===== src/rtl/fetch_decode_if.sv =====
// Handshake bundle between the fetch/decode controller and the 8-bit datapath
// plus its instruction memory.
interface fetch_decode_if #(
    parameter int PC_W = 8
);
    logic            run;
    logic [PC_W-1:0] instrAddr;
    logic [15:0]     instrData;
    logic            zeroFlag;
    logic [7:0]      dataIM;
    logic            selB;
    logic [2:0]      aluOp;
    logic            loadA;
    logic            loadB;
    logic            halted;

    // Controller side.
    modport master (
        input  run, instrData, zeroFlag,
        output instrAddr, dataIM, selB, aluOp, loadA, loadB, halted
    );

    // Datapath / instruction memory side.
    modport slave (
        output run, instrData, zeroFlag,
        input  instrAddr, dataIM, selB, aluOp, loadA, loadB, halted
    );
endinterface


===== src/rtl/fetch_decode.sv =====
// Fetch/decode controller: fetches 16-bit instructions by pc, latches them into
// IR and drives the datapath controls, handling jumps and halt.
//
// state  | meaning
// FETCH  | instrAddr = pc presented to memory; wait here while run = 0
// LATCH  | memory data captured into IR; decoded controls settle
// EXEC   | load strobes fire for ALU class; pc advances or jumps
// HALTED | HALT executed; parked until reset
module fetch_decode #(
    parameter int              PC_W     = 8,
    parameter logic [PC_W-1:0] RESET_PC = '0
) (
    input  logic          clk,
    input  logic          rst_n,
    fetch_decode_if.master bus
);
    typedef enum logic [1:0] {
        FETCH  = 2'd0,
        LATCH  = 2'd1,
        EXEC   = 2'd2,
        HALTED = 2'd3
    } stateT;

    localparam logic [1:0] CLS_ALU  = 2'b00;
    localparam logic [1:0] CLS_JMP  = 2'b01;
    localparam logic [1:0] CLS_JZ   = 2'b10;
    localparam logic [1:0] CLS_HALT = 2'b11;

    stateT           state, stateNext;
    logic [PC_W-1:0] pc, pcNext;
    logic [15:0]     ir, irNext;

    logic [1:0]      irClass;
    logic            isAlu;
    logic [PC_W-1:0] pcInc;
    logic [PC_W-1:0] target;
    logic            inExec;

    assign irClass = ir[15:14];
    assign isAlu   = (irClass == CLS_ALU);
    assign pcInc   = pc + PC_W'(1);
    assign target  = ir[PC_W-1:0];

    // State, program counter and instruction register.
    always_ff @(posedge clk) begin
        if (!rst_n) begin
            state <= FETCH;
            pc    <= RESET_PC;
            ir    <= '0;
        end else begin
            state <= stateNext;
            pc    <= pcNext;
            ir    <= irNext;
        end
    end

    // Sequencing: FETCH -> LATCH -> EXEC -> FETCH, with jump/halt resolution in EXEC.
    always_comb begin
        stateNext = state;
        pcNext    = pc;
        irNext    = ir;
        case (state)
            FETCH: begin
                if (bus.run) stateNext = LATCH;
            end
            LATCH: begin
                irNext    = bus.instrData;
                stateNext = EXEC;
            end
            EXEC: begin
                stateNext = FETCH;
                case (irClass)
                    CLS_ALU:  pcNext = pcInc;
                    CLS_JMP:  pcNext = target;
                    CLS_JZ:   pcNext = bus.zeroFlag ? target : pcInc;
                    CLS_HALT: stateNext = HALTED;
                    default:  pcNext = pcInc;
                endcase
            end
            HALTED: begin
                stateNext = HALTED;
            end
            default: begin
                stateNext = FETCH;
            end
        endcase
    end

    // Decoded controls come straight from IR, so they hold steady from EXEC
    // until the next LATCH. Strobes are masked by rst_n so a reset landing in
    // EXEC drops them in that same cycle.
    assign inExec        = (state == EXEC) && rst_n;
    assign bus.instrAddr = pc;
    assign bus.dataIM    = isAlu ? ir[7:0] : 8'h00;
    assign bus.selB      = isAlu & ir[13];
    assign bus.aluOp     = isAlu ? ir[12:10] : 3'd0;
    assign bus.loadA     = inExec & isAlu & ir[8];
    assign bus.loadB     = inExec & isAlu & ir[9];
    assign bus.halted    = (state == HALTED);
endmodule

===== src/flat_wrapper.sv =====
// flat-port wrapper written by rule: the top's interface ports become plain ports
module fetch_decode_flat 
#(
    parameter int              PC_W     = 8,
    parameter logic [PC_W-1:0] RESET_PC = '0
)
  (clk, rst_n, bus_run, bus_instrData, bus_zeroFlag, bus_instrAddr, bus_dataIM, bus_selB, bus_aluOp, bus_loadA, bus_loadB, bus_halted);
  fetch_decode_if #(.PC_W(PC_W)) bus_i ();
  input  logic clk;
  input  logic rst_n;
  input wire logic [$bits(bus_i.run)-1:0] bus_run;
  input wire logic [$bits(bus_i.instrData)-1:0] bus_instrData;
  input wire logic [$bits(bus_i.zeroFlag)-1:0] bus_zeroFlag;
  output wire logic [$bits(bus_i.instrAddr)-1:0] bus_instrAddr;
  output wire logic [$bits(bus_i.dataIM)-1:0] bus_dataIM;
  output wire logic [$bits(bus_i.selB)-1:0] bus_selB;
  output wire logic [$bits(bus_i.aluOp)-1:0] bus_aluOp;
  output wire logic [$bits(bus_i.loadA)-1:0] bus_loadA;
  output wire logic [$bits(bus_i.loadB)-1:0] bus_loadB;
  output wire logic [$bits(bus_i.halted)-1:0] bus_halted;
  assign bus_i.run = bus_run;
  assign bus_i.instrData = bus_instrData;
  assign bus_i.zeroFlag = bus_zeroFlag;
  assign bus_instrAddr = bus_i.instrAddr;
  assign bus_dataIM = bus_i.dataIM;
  assign bus_selB = bus_i.selB;
  assign bus_aluOp = bus_i.aluOp;
  assign bus_loadA = bus_i.loadA;
  assign bus_loadB = bus_i.loadB;
  assign bus_halted = bus_i.halted;
  fetch_decode #(.PC_W(PC_W), .RESET_PC(RESET_PC)) u_core (.clk(clk), .rst_n(rst_n), .bus(bus_i));
endmodule

===== config.mk =====
export PLATFORM = sky130hd
export DESIGN_NAME = fetch_decode_flat
export DESIGN_NICKNAME = d
export VERILOG_FILES = /design/src/rtl/fetch_decode_if.sv /design/src/rtl/fetch_decode.sv /design/src/flat_wrapper.sv
export SDC_FILE = /design/constraint.sdc
export NUM_CORES = 1
export LEC_CHECK = 0
export CAP_MARGIN = 40
export CORE_AREA = 4 4 56 68
export CTS_CLUSTER_SIZE = 28
export DETAILED_ROUTE_END_ITERATION = 10
export DIE_AREA = 0 0 60 72
export HOLD_SLACK_MARGIN = 0.1
export PLACE_DENSITY = 0.88
export SLEW_MARGIN = 5
export SYNTH_ARGS = -nofsm -noshare
export SYNTH_HDL_FRONTEND = slang
export SYNTH_SLANG_ARGS = --single-unit

===== constraint.sdc =====
create_clock -name clk -period 1.82 [get_ports clk]
set_input_delay 0.182 -clock clk [delete_from_list [all_inputs] [get_ports clk]]
set_output_delay 0.182 -clock clk [all_outputs]
set_load 0.1 [all_outputs]

==> results.sh <==
export IMPL_drtIter0Drc=56
export IMPL_vias_per_cell=5.36
export IMPL_synth_warnings=0
export IMPL_cp_cell_sequence="inv_1 -> ha_4 -> buf_4 -> and2_1 -> buf_12"
export IMPL_clkSinkCount=26
export IMPL_cts_root_buf="clkbuf_8"
export IMPL_rsz0062_at_grt="false"
export IMPL_gp_congestion=0.841
export IMPL_fin_tns_setup_ns=0
export IMPL_syn_area_per_cell_um2=8.05
export IMPL_placed_area_um2=1970
export IMPL_final_nets=238
export IMPL_drt_pass1_iter_count=4
export IMPL_regArea_um2=531
export IMPL_dp_cells=243
export IMPL_cts_hold_buf=0
export IMPL_antenna_found_initial=0
export IMPL_maxCapViolCount=0
export IMPL_synth_nets=199
export IMPL_finalNonFillerCells=248
export IMPL_synth_mux_area_frac=0
export IMPL_total_power_mw=1.46
export IMPL_clock_latency_ns=0.27
export IMPL_max_stage_delay_ns=0.41
export IMPL_wire_per_inst_um=13.8
export IMPL_route_detailed_drc=0
export IMPL_die_w_um=60
export IMPL_die_height_um=72
export IMPL_crit_type="reg2out"
export IMPL_grt_max_degree=28
export IMPL_drive_gt1_frac=0.213
export IMPL_hold_viol=0
export IMPL_critPathRequiredTime_ns=1.64
export IMPL_start_kind="flop"
export IMPL_synth_edf_count=0
export IMPL_async_flop_share=0
export IMPL_final_common_cell="nand2_1"
export IMPL_arrival_ns=1.51
export IMPL_synthAdderAreaFrac=0.0539
export IMPL_clock_fmax_mhz=592
export IMPL_worst_slack_ns=0.130
export IMPL_power_leakage_nw=0.790
export IMPL_synth_top_family_by_area="simple AND/OR/NAND/NOR gates"
export IMPL_place_ws_ns=0.125
export IMPL_ir_drop_mv=0.449
export IMPL_multi_input_area_um2=827
export IMPL_synth_xor_area_frac=0
export IMPL_grt_use_total=0.167
export IMPL_area_growth_pct=48.2
export IMPL_post_route_min_period_ns=1.69
export IMPL_ys_flop_type="dfxtp_1"
export IMPL_num_vias=1329
export IMPL_dp_hpwl_mm=2.47
export IMPL_clkSlewWorstSetupHoldPaths_ns=0.10
export IMPL_outcome="finished clean"
export IMPL_design_core_area_um2=3220
export IMPL_grt_overflow_total=0
export IMPL_powerDensity_nw_per_um2=707
export IMPL_die_area_um2=4320
export IMPL_ant_nets=0
export IMPL_crit_slowest_cell="dfxtp_1"
export IMPL_synth_compound_area_share=0.261
export IMPL_tightest_slew_ns=0.566
export IMPL_hold_path_class="in2reg"
export IMPL_ys_seq_area_frac=0.374
export IMPL_tritoncts="yes"
export IMPL_drt_wl_total_mm=3.42
export IMPL_insertedDiodeCount=0
export IMPL_slew_violations=0
export IMPL_synth_simple_area_share=0.268
export IMPL_design_area_um2=2060
export IMPL_ys_ff_latch=26
export IMPL_initial_core_util=0.432
export IMPL_syn_inst=173
export IMPL_setup_viol=0
export IMPL_io_pins=43
export IMPL_grt_pass1_vias=1293
export IMPL_finalClockSkew_ns=0.00635
export IMPL_fin_crit_sh=0.928
export IMPL_cts_max_level=1
export IMPL_final_cell_mix="nand2_1 (38), clkdlybuf4s50_1 (19), dfxtp_1 (18)"
export IMPL_port_buffers=42
export IMPL_slew_headroom=0.623
export IMPL_crit_fanout=12
export IMPL_synth_cell_type_count=32
export IMPL_syn_area_um2=1390
export IMPL_row_count=23
export IMPL_crit_path_end_kind="output pin"
export IMPL_fillCellCount=255
export IMPL_cts_buffers=3
export IMPL_cts_buffer_depth=2
export IMPL_grt_pass1_wl_mm=5.69
==> path summary, 6_finish.rpt <==
path	from	endpoint	slack (ns)	cells after the start
setup reg to reg	u_core.ir[14]	u_core.bus.instrAddr[1]	0.20	6
hold / removal	bus_instrData[11]	u_core.ir[11]	0.44	3
setup / recovery	u_core.ir[15]	bus_dataIM[5]	0.13	5
hold reg to reg	u_core.ir[11]	u_core.ir[11]	0.45	2
==> cells by family after synthesis <==
group | Yosys count
simple gates | 74
compound gates | 52
flops | 26
buf+inv | 15
fa+ha+maj | 6
==> report_power, final <==
part           total (mW)  switching (mW)  internal [mW]
registers           0.617          0.0237          0.593
clock network       0.480           0.186          0.294
logic               0.363           0.218          0.145
total                1.46           0.428           1.03
==> stage by stage <==
stage          utilization  hold slack, ns
5_1_grt              0.640           0.448
3_3_place_gp         0.611           0.436
6_report             0.640           0.443
3_5_place_dp         0.611           0.442
4_1_cts              0.637           0.448
2_1_floorplan            -           0.317
==> state kept, by name (all words and copies together), names as in the netlist <==
register / cells
u_core.bus.instrAddr: 8
u_core.ir: 16
u_core.state: 2
==> cell usage after synthesis, types with 2 or more instances <==
master / instances / area share
clkbuf_1: 8 / 0.022
dfxtp_1: 26 / 0.37
nand3_1: 4 / 0.014
nand2_1: 39 / 0.11
o22ai_1: 2 / 0.0090
o21ai_0: 4 / 0.014
a21boi_1: 16 / 0.086
ha_1: 6 / 0.054
o21ai_1: 3 / 0.011
and2_1: 16 / 0.072
o211ai_1: 3 / 0.016
buf_2: 3 / 0.011
nand2b_1: 3 / 0.013
nor2b_1: 2 / 0.0090
a21o_1: 2 / 0.011
inv_1: 4 / 0.011
nor2_1: 5 / 0.013
a32oi_1: 3 / 0.019
a21oi_1: 11 / 0.040
==> per-layer routing <==
layer  track usage  up-vias  share of wire
met3        0.0320        2          0.058
met5             0        -              0
met4        0.0443        0         0.0050
met1         0.210      620           0.42
met2         0.286       38           0.52
li1              -      669              -
==> cell type report <==
cell class | count | share of cell area
clock buffer | 3 | 0.0200
clock inverter | 1 | 0.0146
inverter | 4 | 0.00728
multi-input combinational | 132 | 0.401
sequential | 26 | 0.257
tap | 37 | 0.0224
timing repair buffer | 45 | 0.278
==> timing repair <==
action / 4_1_cts / 5_1_grt
gates resized for setup: 2 / 2
endpoints found under the setup margin: 2 / 6
setup buffers: 0 / 1
==> worst max-delay path: cells and delay by family (launching register included) <==
family | cells | cell delay [ns]
simple gates | 1 | 0.20
fa+ha+maj | 1 | 0.17
buf+inv | 3 | 0.45
flops | 1 | 0.41
Note: power is estimated with default switching activity, not from simulation.
